## config.mk

```make
export PLATFORM = sky130hd
export DESIGN_NAME = carrier_gen_multimode
export DESIGN_NICKNAME = d
export VERILOG_FILES = /design/src/rtl/carrier_gen_multimode.sv
export SDC_FILE = /design/constraint.sdc
export NUM_CORES = 1
export LEC_CHECK = 0
export BUFFER_PORTS_ARGS = -buffer_cell sky130_fd_sc_hd__buf_4
export CORE_MARGIN = 4
export CORE_UTILIZATION = 55
export CTS_CLUSTER_DIAMETER = 40
export CTS_CLUSTER_SIZE = 14
export DETAILED_ROUTE_END_ITERATION = 8
export GPL_ROUTABILITY_DRIVEN = 0
export GPL_TIMING_DRIVEN = 0
export PLACE_DENSITY = 0.85
export SETUP_SLACK_MARGIN = 0.02
export SLEW_MARGIN = 20
export SYNTH_ARGS = -nofsm -noshare
export SYNTH_HDL_FRONTEND = slang
export SYNTH_SLANG_ARGS = --single-unit
export TNS_END_PERCENT = 30
```

## constraint.sdc

```tcl
create_clock -name clk -period 6.12 [get_ports clk]
set_clock_uncertainty 0.2 [all_clocks]
set_input_delay 0.612 -clock clk [delete_from_list [all_inputs] [get_ports clk]]
set_output_delay 0.612 -clock clk [all_outputs]
set_load 0.02 [all_outputs]
```

## src/rtl/carrier_gen_multimode.sv

```systemverilog
// Multi-mode PWM carrier generator: triangle / sawtooth-up / sawtooth-down counter with prescaler and shadowed peak/mode.
// Latency: carrier and flags are registered; a tick or sync_in is reflected one clock later.
// Backpressure: none; enable=0 freezes all state, and sync_in acts regardless of enable.
//
// Ports:
//   clk, rst_n         - clock, asynchronous active-low reset
//   enable             - advance prescaler/counter when 1
//   divider            - tick every divider+1 clocks
//   carrier_max, mode  - shadow inputs, copied to active registers at the load point
//   update_sel         - load point: 00 every tick, 01 valley, 10 peak, 11 both
//   sync_in            - resync strobe: reload active registers, carrier <= min(phase_offset, carrier_max)
//   phase_offset       - count loaded by sync_in
//   carrier            - registered count
//   carrier_high/low   - count at active_max / at zero
//   dir                - 1 counting up, 0 counting down
//   load_pulse         - one clock after active registers were reloaded
module carrier_gen_multimode #(
  parameter int CNT_W = 16,
  parameter int DIV_W = 8
) (
  input  logic             clk,
  input  logic             rst_n,
  input  logic             enable,
  input  logic [DIV_W-1:0] divider,
  input  logic [CNT_W-1:0] carrier_max,
  input  logic [1:0]       mode,
  input  logic [1:0]       update_sel,
  input  logic             sync_in,
  input  logic [CNT_W-1:0] phase_offset,
  output logic [CNT_W-1:0] carrier,
  output logic             carrier_high,
  output logic             carrier_low,
  output logic             dir,
  output logic             load_pulse
);

  localparam logic [1:0] MODE_TRI = 2'b00;
  localparam logic [1:0] MODE_UP  = 2'b01;
  localparam logic [1:0] MODE_DN  = 2'b10;

  localparam logic [CNT_W-1:0] CNT_ONE = CNT_W'(1);
  localparam logic [DIV_W-1:0] DIV_ONE = DIV_W'(1);

  logic [DIV_W-1:0] prescaler;
  logic [CNT_W-1:0] active_max;
  logic [1:0]       active_mode;

  logic             tick;
  logic             valley;
  logic             peak;
  logic             load_pt;
  logic [1:0]       mode_norm;
  logic [CNT_W-1:0] nxt_max;
  logic [1:0]       nxt_mode;
  logic             dir_eff;
  logic [CNT_W-1:0] nxt_cnt;
  logic             nxt_dir;
  logic [CNT_W-1:0] sync_cnt;

  assign tick   = enable && (prescaler == divider);
  assign valley = (carrier == '0);
  assign peak   = (carrier == active_max);

  // Reserved mode encoding is stored as triangle so the active register only ever holds legal modes.
  assign mode_norm = (mode == 2'b11) ? MODE_TRI : mode;

  always_comb begin
    load_pt = 1'b0;
    case (update_sel)
      2'b00:   load_pt = 1'b1;
      2'b01:   load_pt = valley;
      2'b10:   load_pt = peak;
      default: load_pt = valley || peak;
    endcase
  end

  // The count step on a loading tick already uses the freshly loaded shadow values.
  assign nxt_max  = load_pt ? carrier_max : active_max;
  assign nxt_mode = load_pt ? mode_norm   : active_mode;

  // Sawtooth modes pin the direction; triangle inherits whatever it was.
  assign dir_eff = (nxt_mode == MODE_UP) ? 1'b1 :
                   (nxt_mode == MODE_DN) ? 1'b0 : dir;

  always_comb begin
    nxt_cnt = carrier;
    nxt_dir = dir_eff;
    if (nxt_max == '0) begin
      nxt_cnt = '0;
    end else if (carrier > nxt_max) begin
      // Peak shrank below the current count: snap back into range.
      if (nxt_mode == MODE_UP) begin
        nxt_cnt = '0;
      end else begin
        nxt_cnt = nxt_max;
        nxt_dir = 1'b0;
      end
    end else begin
      case (nxt_mode)
        MODE_UP: nxt_cnt = (carrier == nxt_max) ? '0 : carrier + CNT_ONE;
        MODE_DN: nxt_cnt = (carrier == '0) ? nxt_max : carrier - CNT_ONE;
        default: begin
          if (dir_eff) begin
            if (carrier == nxt_max) begin
              nxt_dir = 1'b0;
              nxt_cnt = nxt_max - CNT_ONE;
            end else begin
              nxt_cnt = carrier + CNT_ONE;
            end
          end else begin
            if (carrier == '0) begin
              nxt_dir = 1'b1;
              nxt_cnt = CNT_ONE;
            end else begin
              nxt_cnt = carrier - CNT_ONE;
            end
          end
        end
      endcase
    end
  end

  assign sync_cnt = (phase_offset > carrier_max) ? carrier_max : phase_offset;

  always_ff @(posedge clk or negedge rst_n) begin
    if (!rst_n) begin
      prescaler   <= '0;
      carrier     <= '0;
      dir         <= 1'b1;
      active_max  <= '0;
      active_mode <= MODE_TRI;
      load_pulse  <= 1'b0;
    end else if (sync_in) begin
      prescaler   <= '0;
      active_max  <= carrier_max;
      active_mode <= mode_norm;
      carrier     <= sync_cnt;
      dir         <= (mode_norm != MODE_DN);
      load_pulse  <= 1'b1;
    end else begin
      load_pulse <= 1'b0;
      if (enable) begin
        prescaler <= tick ? '0 : prescaler + DIV_ONE;
      end
      if (tick) begin
        carrier     <= nxt_cnt;
        dir         <= nxt_dir;
        active_max  <= nxt_max;
        active_mode <= nxt_mode;
        load_pulse  <= load_pt;
      end
    end
  end

  assign carrier_high = (carrier == active_max);
  assign carrier_low  = (carrier == '0);

endmodule

```

=== Yosys cells after proc, flatten, opt, wreduce, memory -nomap -nowiden ===
Index checks and enable logic that the tools add are counted.

* Register bits: 44
* Logic and storage cells: 65
* Bits of input ports: 48

* $add $sub $neg: 4
* Equality and inequality tests: 9
* Mux-type cells: 36
* Reduce and logical (&&, ||, !) cells: 8
* $lt $le $gt $ge: 2

{| class="wikitable"
|+ Operator list
! operator !! number
|-
| 16-bit 2-to-1 mux || 14
|-
| 16-bit == test || 2
|-
| 16-bit greater-than comparator || 2
|-
| 16-bit zero test || 2
|-
| 16-bit one-hot mux with 2 select lines || 1
|-
| 16-bit by 1-bit subtractor with 16-bit output, second input constant || 2
|-
| 8-bit 2-to-1 mux || 3
|-
| 16-bit by 1-bit adder with 16-bit output, second input constant || 1
|-
| 1-bit 2-to-1 mux || 13
|-
| 8-bit by 1-bit adder with 8-bit output, second input constant || 1
|-
| 8-bit == test || 1
|-
| 2-bit 2-to-1 mux || 4
|-
| 2-bit == test, second input constant || 3
|-
| 2-bit by 1-bit == test with 1-bit output, second input constant || 2
|-
| 2-bit nonzero test || 2
|-
| 1-bit one-hot mux with 3 select lines || 1
|-
| 2-bit zero test || 1
|-
| 2-bit inequality test, second input constant || 1
|-
| 2-bit OR reduction || 1
|-
| 1-bit logical AND || 1
|-
| 1-bit logical OR || 1
|}

=== Logic depth before layout (Yosys ltp) ===
* Depth after elaboration: 13
* Depth in mapped cells: 23
* Depth with buffers taken out: 19

=== Worst setup path after synthesis ===
No wires, ideal clock.

* Path kind: reg-to-reg
* Start: reg carrier[0]
* End: reg carrier[1]
* Cell stages (with the launch flop): 23
* Path slack: 1,433 ps
* Library setup time: 136 ps
* Arrival: 4,351 ps
* Period minus slack after synthesis: 4,687 ps
* Path through: dfrtp_1 -> buf_2 -> inv_1 -> ha_1 -> nor4b_4 -> nand4_4 -> nor2_2 -> a211oi_1 -> buf_2 -> buf_2 -> o21ai_0 -> inv_1 -> ha_1 -> nand2_1 -> a211oi_1 -> o211ai_1 -> or4_4 -> buf_6 -> and2_4 -> buf_6 -> a221o_1 -> o2111ai_2 -> o211ai_1

* Word-level cells in the longest chain between the ends: 13

{| class="wikitable"
|+ Ends and longest elaborated chain
! item !! line !! source
|-
| start, declared || 30 || <nowiki>output logic [CNT_W-1:0] carrier,</nowiki>
|-
| start signal, assigned || 137 || <nowiki>carrier <= sync_cnt;</nowiki>
|-
| start signal, assigned || 146 || <nowiki>carrier <= nxt_cnt;</nowiki>
|-
| branches (longest 10 deep; another with 16-bit by 1-bit subtractor with 16-bit output) || n/a ||
|-
| 16-bit 2-to-1 mux * || 88 || <nowiki>if (nxt_max == '0) begin</nowiki>
|-
| 16-bit 2-to-1 mux * || 145 || <nowiki>if (tick) begin</nowiki>
|-
| 16-bit 2-to-1 mux * || 133 || <nowiki>end else if (sync_in) begin</nowiki>
|}

Mark *: on every way between the ends. The select of a mux whose other input is x is not followed.
A chain may end at the register's enable or synchronous reset.

=== Final worst setup path ===
* Start: reg carrier[0]
* End: reg carrier[7]

The elaborated chain is that of the path after synthesis.

==> flow_metrics.env <==
export IMPL_netlist_top_cells_count="nand2_1, nor2_1, o21ai_0"
export IMPL_total_net_switching_power_w=0.000866
export IMPL_via_count_of_the_first_global_routing_pass=6223
export IMPL_max_freq_mhz=170
export IMPL_power_share_switching_pct=50.8
export IMPL_layer_with_the_highest_usage_after_global_routing="met2"
export IMPL_die_area_um2=12300
export IMPL_totalNegativeSetupSlack_ns=0
export IMPL_gr_usage_met2_pct=50.2
export IMPL_critical_path_endpoint_type="register"
export IMPL_area_of_the_mapped_netlist_um2=5820
export IMPL_yosys_warnings=0
export IMPL_wire_length_of_the_first_global_routing_pass_um=32500
export IMPL_cts_max_level=2
export IMPL_ant_nets=0
export IMPL_internal_power_w=0.000839
export IMPL_layout_cells_non_filler=990
export IMPL_maximum_number_of_pins_on_one_net_before_global_route_repair=45
export IMPL_synthMostInstantiatedCell="nand2_1"
export IMPL_wl_per_cell_um=20.4
export IMPL_die_height_um=111
export IMPL_ys_flop_type="dfrtp_1"
export IMPL_synth_seq_cells=44
export IMPL_post_cts_repair_setup_buffers=0
export IMPL_core_area_um2=10300
export IMPL_globalRouteTotalUtil_pct=32.2
export IMPL_placement_cell_area_um2=6480
export IMPL_insertedDiodeCount=0
export IMPL_timing_max_cap_violations=0
export IMPL_synth_top_cell_area_share_pct=18.5
export IMPL_worst_slew_pin_transition_ns=0.879
export IMPL_cp_data_required_time_ns=6.15
export IMPL_clkLatencyLatePin_ns=0.31
export IMPL_unrepaired_setup_endpoints_after_global_routing="no"
export IMPL_detail_route_iter0_violations=1279
export IMPL_drt_first_pass_iters=9
export IMPL_average_cell_area_after_synthesis_um2=7.45
export IMPL_grtUsageMet1_pct=42.8
export IMPL_static_leakage_power_nw=2.82
export IMPL_final_max_slew_violation_count=0
export IMPL_floorplan_io_pins=68
export IMPL_worstSetupStartpointType="register"
export IMPL_critical_path_peak_fanout=10
export IMPL_share_clk_of_total_power_pct=12.4
export IMPL_post_cts_resize_count=0
export IMPL_cts_max_path_buffers=2
export IMPL_port_buf_inserts=65
export IMPL_run_status="finished, final reports clean"
export IMPL_critical_path_class="register to register"
export IMPL_power_density_nw_per_um2=259
export IMPL_hp_class="primary input to asynchronous set/reset pin"
export IMPL_worst_ep_arrival_time_ns=5.91
export IMPL_viasPerCell=6.82
export IMPL_worstRegToRegCells=20
export IMPL_cts_clk_slew_worst_paths_ns=0.10
export IMPL_cts_tree="done"
export IMPL_power_share_combinational_pct=64.0
export IMPL_regToRegEndpoint="carrier[7]"
export IMPL_cts_inserted_buffers=5
export IMPL_dpl_hpwl_um=15700
export IMPL_final_setup_viol_count=0
export IMPL_fillCellCount=962
export IMPL_netlist_instances=781
export IMPL_final_period_utilization_pct=96.1
export IMPL_synth_async_reset_ratio_pct=100
export IMPL_globalRouteMet3Util_pct=6.11
export IMPL_sequentialPowerShare_pct=23.6
export IMPL_crit_path_start="carrier[0]"
export IMPL_finalNetCount=934
export IMPL_post_synth_num_cell_types=81
export IMPL_row_count=37
export IMPL_synth_area_leaders="dfrtp_1, ha_1, nand2_1"
export IMPL_reg2reg_slack_ns=0.24
export IMPL_final_std_cell_area_no_fill_um2=6580
export IMPL_syn2layout_area_growth_pct=13.1
export IMPL_worst_r2r_startpoint="carrier[0]"
export IMPL_horizontal_extent_of_the_die_um=111
export IMPL_remaining_drc_errors=0
export IMPL_worst_setup_path_end="carrier[7]"
export IMPL_synth_enable_flop_cells=0
export IMPL_grt_antenna_before_repair=0
export IMPL_hold_viol=0
export IMPL_holdBufCountCts=0
export IMPL_cts_root_buffer="clkbuf_8"
export IMPL_max_vdd_ir_drop_uv=166
export IMPL_clkSinkCount=44
export IMPL_wl_um=20200
export IMPL_maxSlewHeadroom_pct=40.9
export IMPL_via_count=6747
export IMPL_place_inst=982
export IMPL_synth_seq_area_share_pct=18.9
export IMPL_initial_core_util_pct=56.4
export IMPL_grt_remaining_overflow=0
export IMPL_final_layout_size_suffix_gt1_share_pct=16.3
export IMPL_layout_min_cycle_time_ns=5.88
export IMPL_syn_num_nets=862
export IMPL_yosysTopAreaCell="dfrtp_1"
[cell type report]
class,instances,area [µm²],share of cell area [%]
Multi-Input combinational cell,641,4270,64.9
Sequential cell,44,1100,16.8
Timing Repair Buffer,65,488,7.42
Buffer,59,313,4.75
Tap cell,136,170,2.59
Inverter,37,139,2.11
Clock buffer,6,82.6,1.25
Clock inverter,2,15.0,0.228
[worst max-delay path: stages, from the launching register on]
cell and delay [ns]:
dfrtp_1 0.41, buf_2 0.21, inv_1 0.16, ha_1 0.39, nor4b_4 0.34, nand4_4 0.25
clkbuf_1 0.34, a31oi_1 0.24, o22ai_1 0.10, a21oi_1 0.49, ha_1 0.24, nand4_1 0.12
nor2_1 0.35, nand3_1 0.18, nand3_1 0.18, a311oi_1 0.09, o311ai_1 0.16, nand3_1 0.30
nor3b_1 0.61, a221oi_1 0.21, o22ai_1 0.23
[layout by cell type (no fill, tap or decap), types with 7 or more instances in the layout]
cell type,n
o22ai_1,9
nor3_1,25
ha_1,33
inv_1,36
buf_6,8
clkbuf_1,30
nand2_1,94
and2_1,8
a21oi_1,52
o221ai_1,8
buf_4,68
mux2i_1,13
xor2_1,36
mux2_2,8
a21o_1,10
nor2_1,59
and3_1,10
dfrtp_1,43
nand3_1,35
o21ai_0,58
buf_2,15
xnor2_1,31
nand2b_1,7
a31oi_1,15
[metal layers]
metal,routed length [µm],vias to the layer above
met5,0,-
met4,1300,0
met3,2580,146
met2,8720,582
met1,7620,3042
li1,-,2977
[kinds of logic after synthesis]
kind of cell / after synthesis / share of synthesized area, %
multiplexers: 21 / 3.78
AND/OR/NAND/NOR: 287 / 26.0
flip-flops: 44 / 18.9
XOR/XNOR: 67 / 10.1
adder cells (fa/ha/maj): 33 / 7.10
AO/OA/AOI/OAI: 233 / 26.4
buffers and inverters: 96 / 7.74
[sequential cells by signal (all words and copies together), names as in the netlist]
signal	count
active_max	16
active_mode	2
carrier	16
dir	1
load_pulse	1
prescaler	8
[metrics by stage]
stage / total power (W) / utilization [%] / worst slack (ns) / hold WS (ns)
detailed placement: 0.00145 / 62.7 / 0.319 / 0.280
finish: 0.00170 / 63.7 / 0.239 / 0.0785
global placement: 0.00143 / 62.7 / 0.368 / 0.263
global route: 0.00180 / 63.7 / 0.114 / 0.130
floorplan: 0.00113 / - / 1.43 / 0.116
CTS: 0.00166 / 63.7 / 0.260 / 0.112
[power groups by stage]
| stage | logic [W] | clock network (W) | registers [W] |
|---|---|---|---|
| 6_report | 0.00109 | 0.000212 | 0.000402 |
| 5_1_grt | 0.00117 | 0.000224 | 0.000407 |
| 4_1_cts | 0.00105 | 0.000211 | 0.000399 |
| 3_5_place_dp | 0.00104 | 0 | 0.000405 |
| 3_3_place_gp | 0.00102 | 0 | 0.000403 |
| 2_1_floorplan | 0.000704 | 0 | 0.000429 |
[worst min-delay path by stage]
stage,cells past startpoint,to,from
after floorplan,0,active_max[0],rst_n
after global placement,2,active_mode[0],active_mode[0]
after detailed placement,2,active_mode[1],active_mode[1]
after CTS,1,active_max[1],rst_n
after global routing,1,active_max[1],rst_n
final,1,active_max[1],rst_n
(Power assumes the default switching activity.)
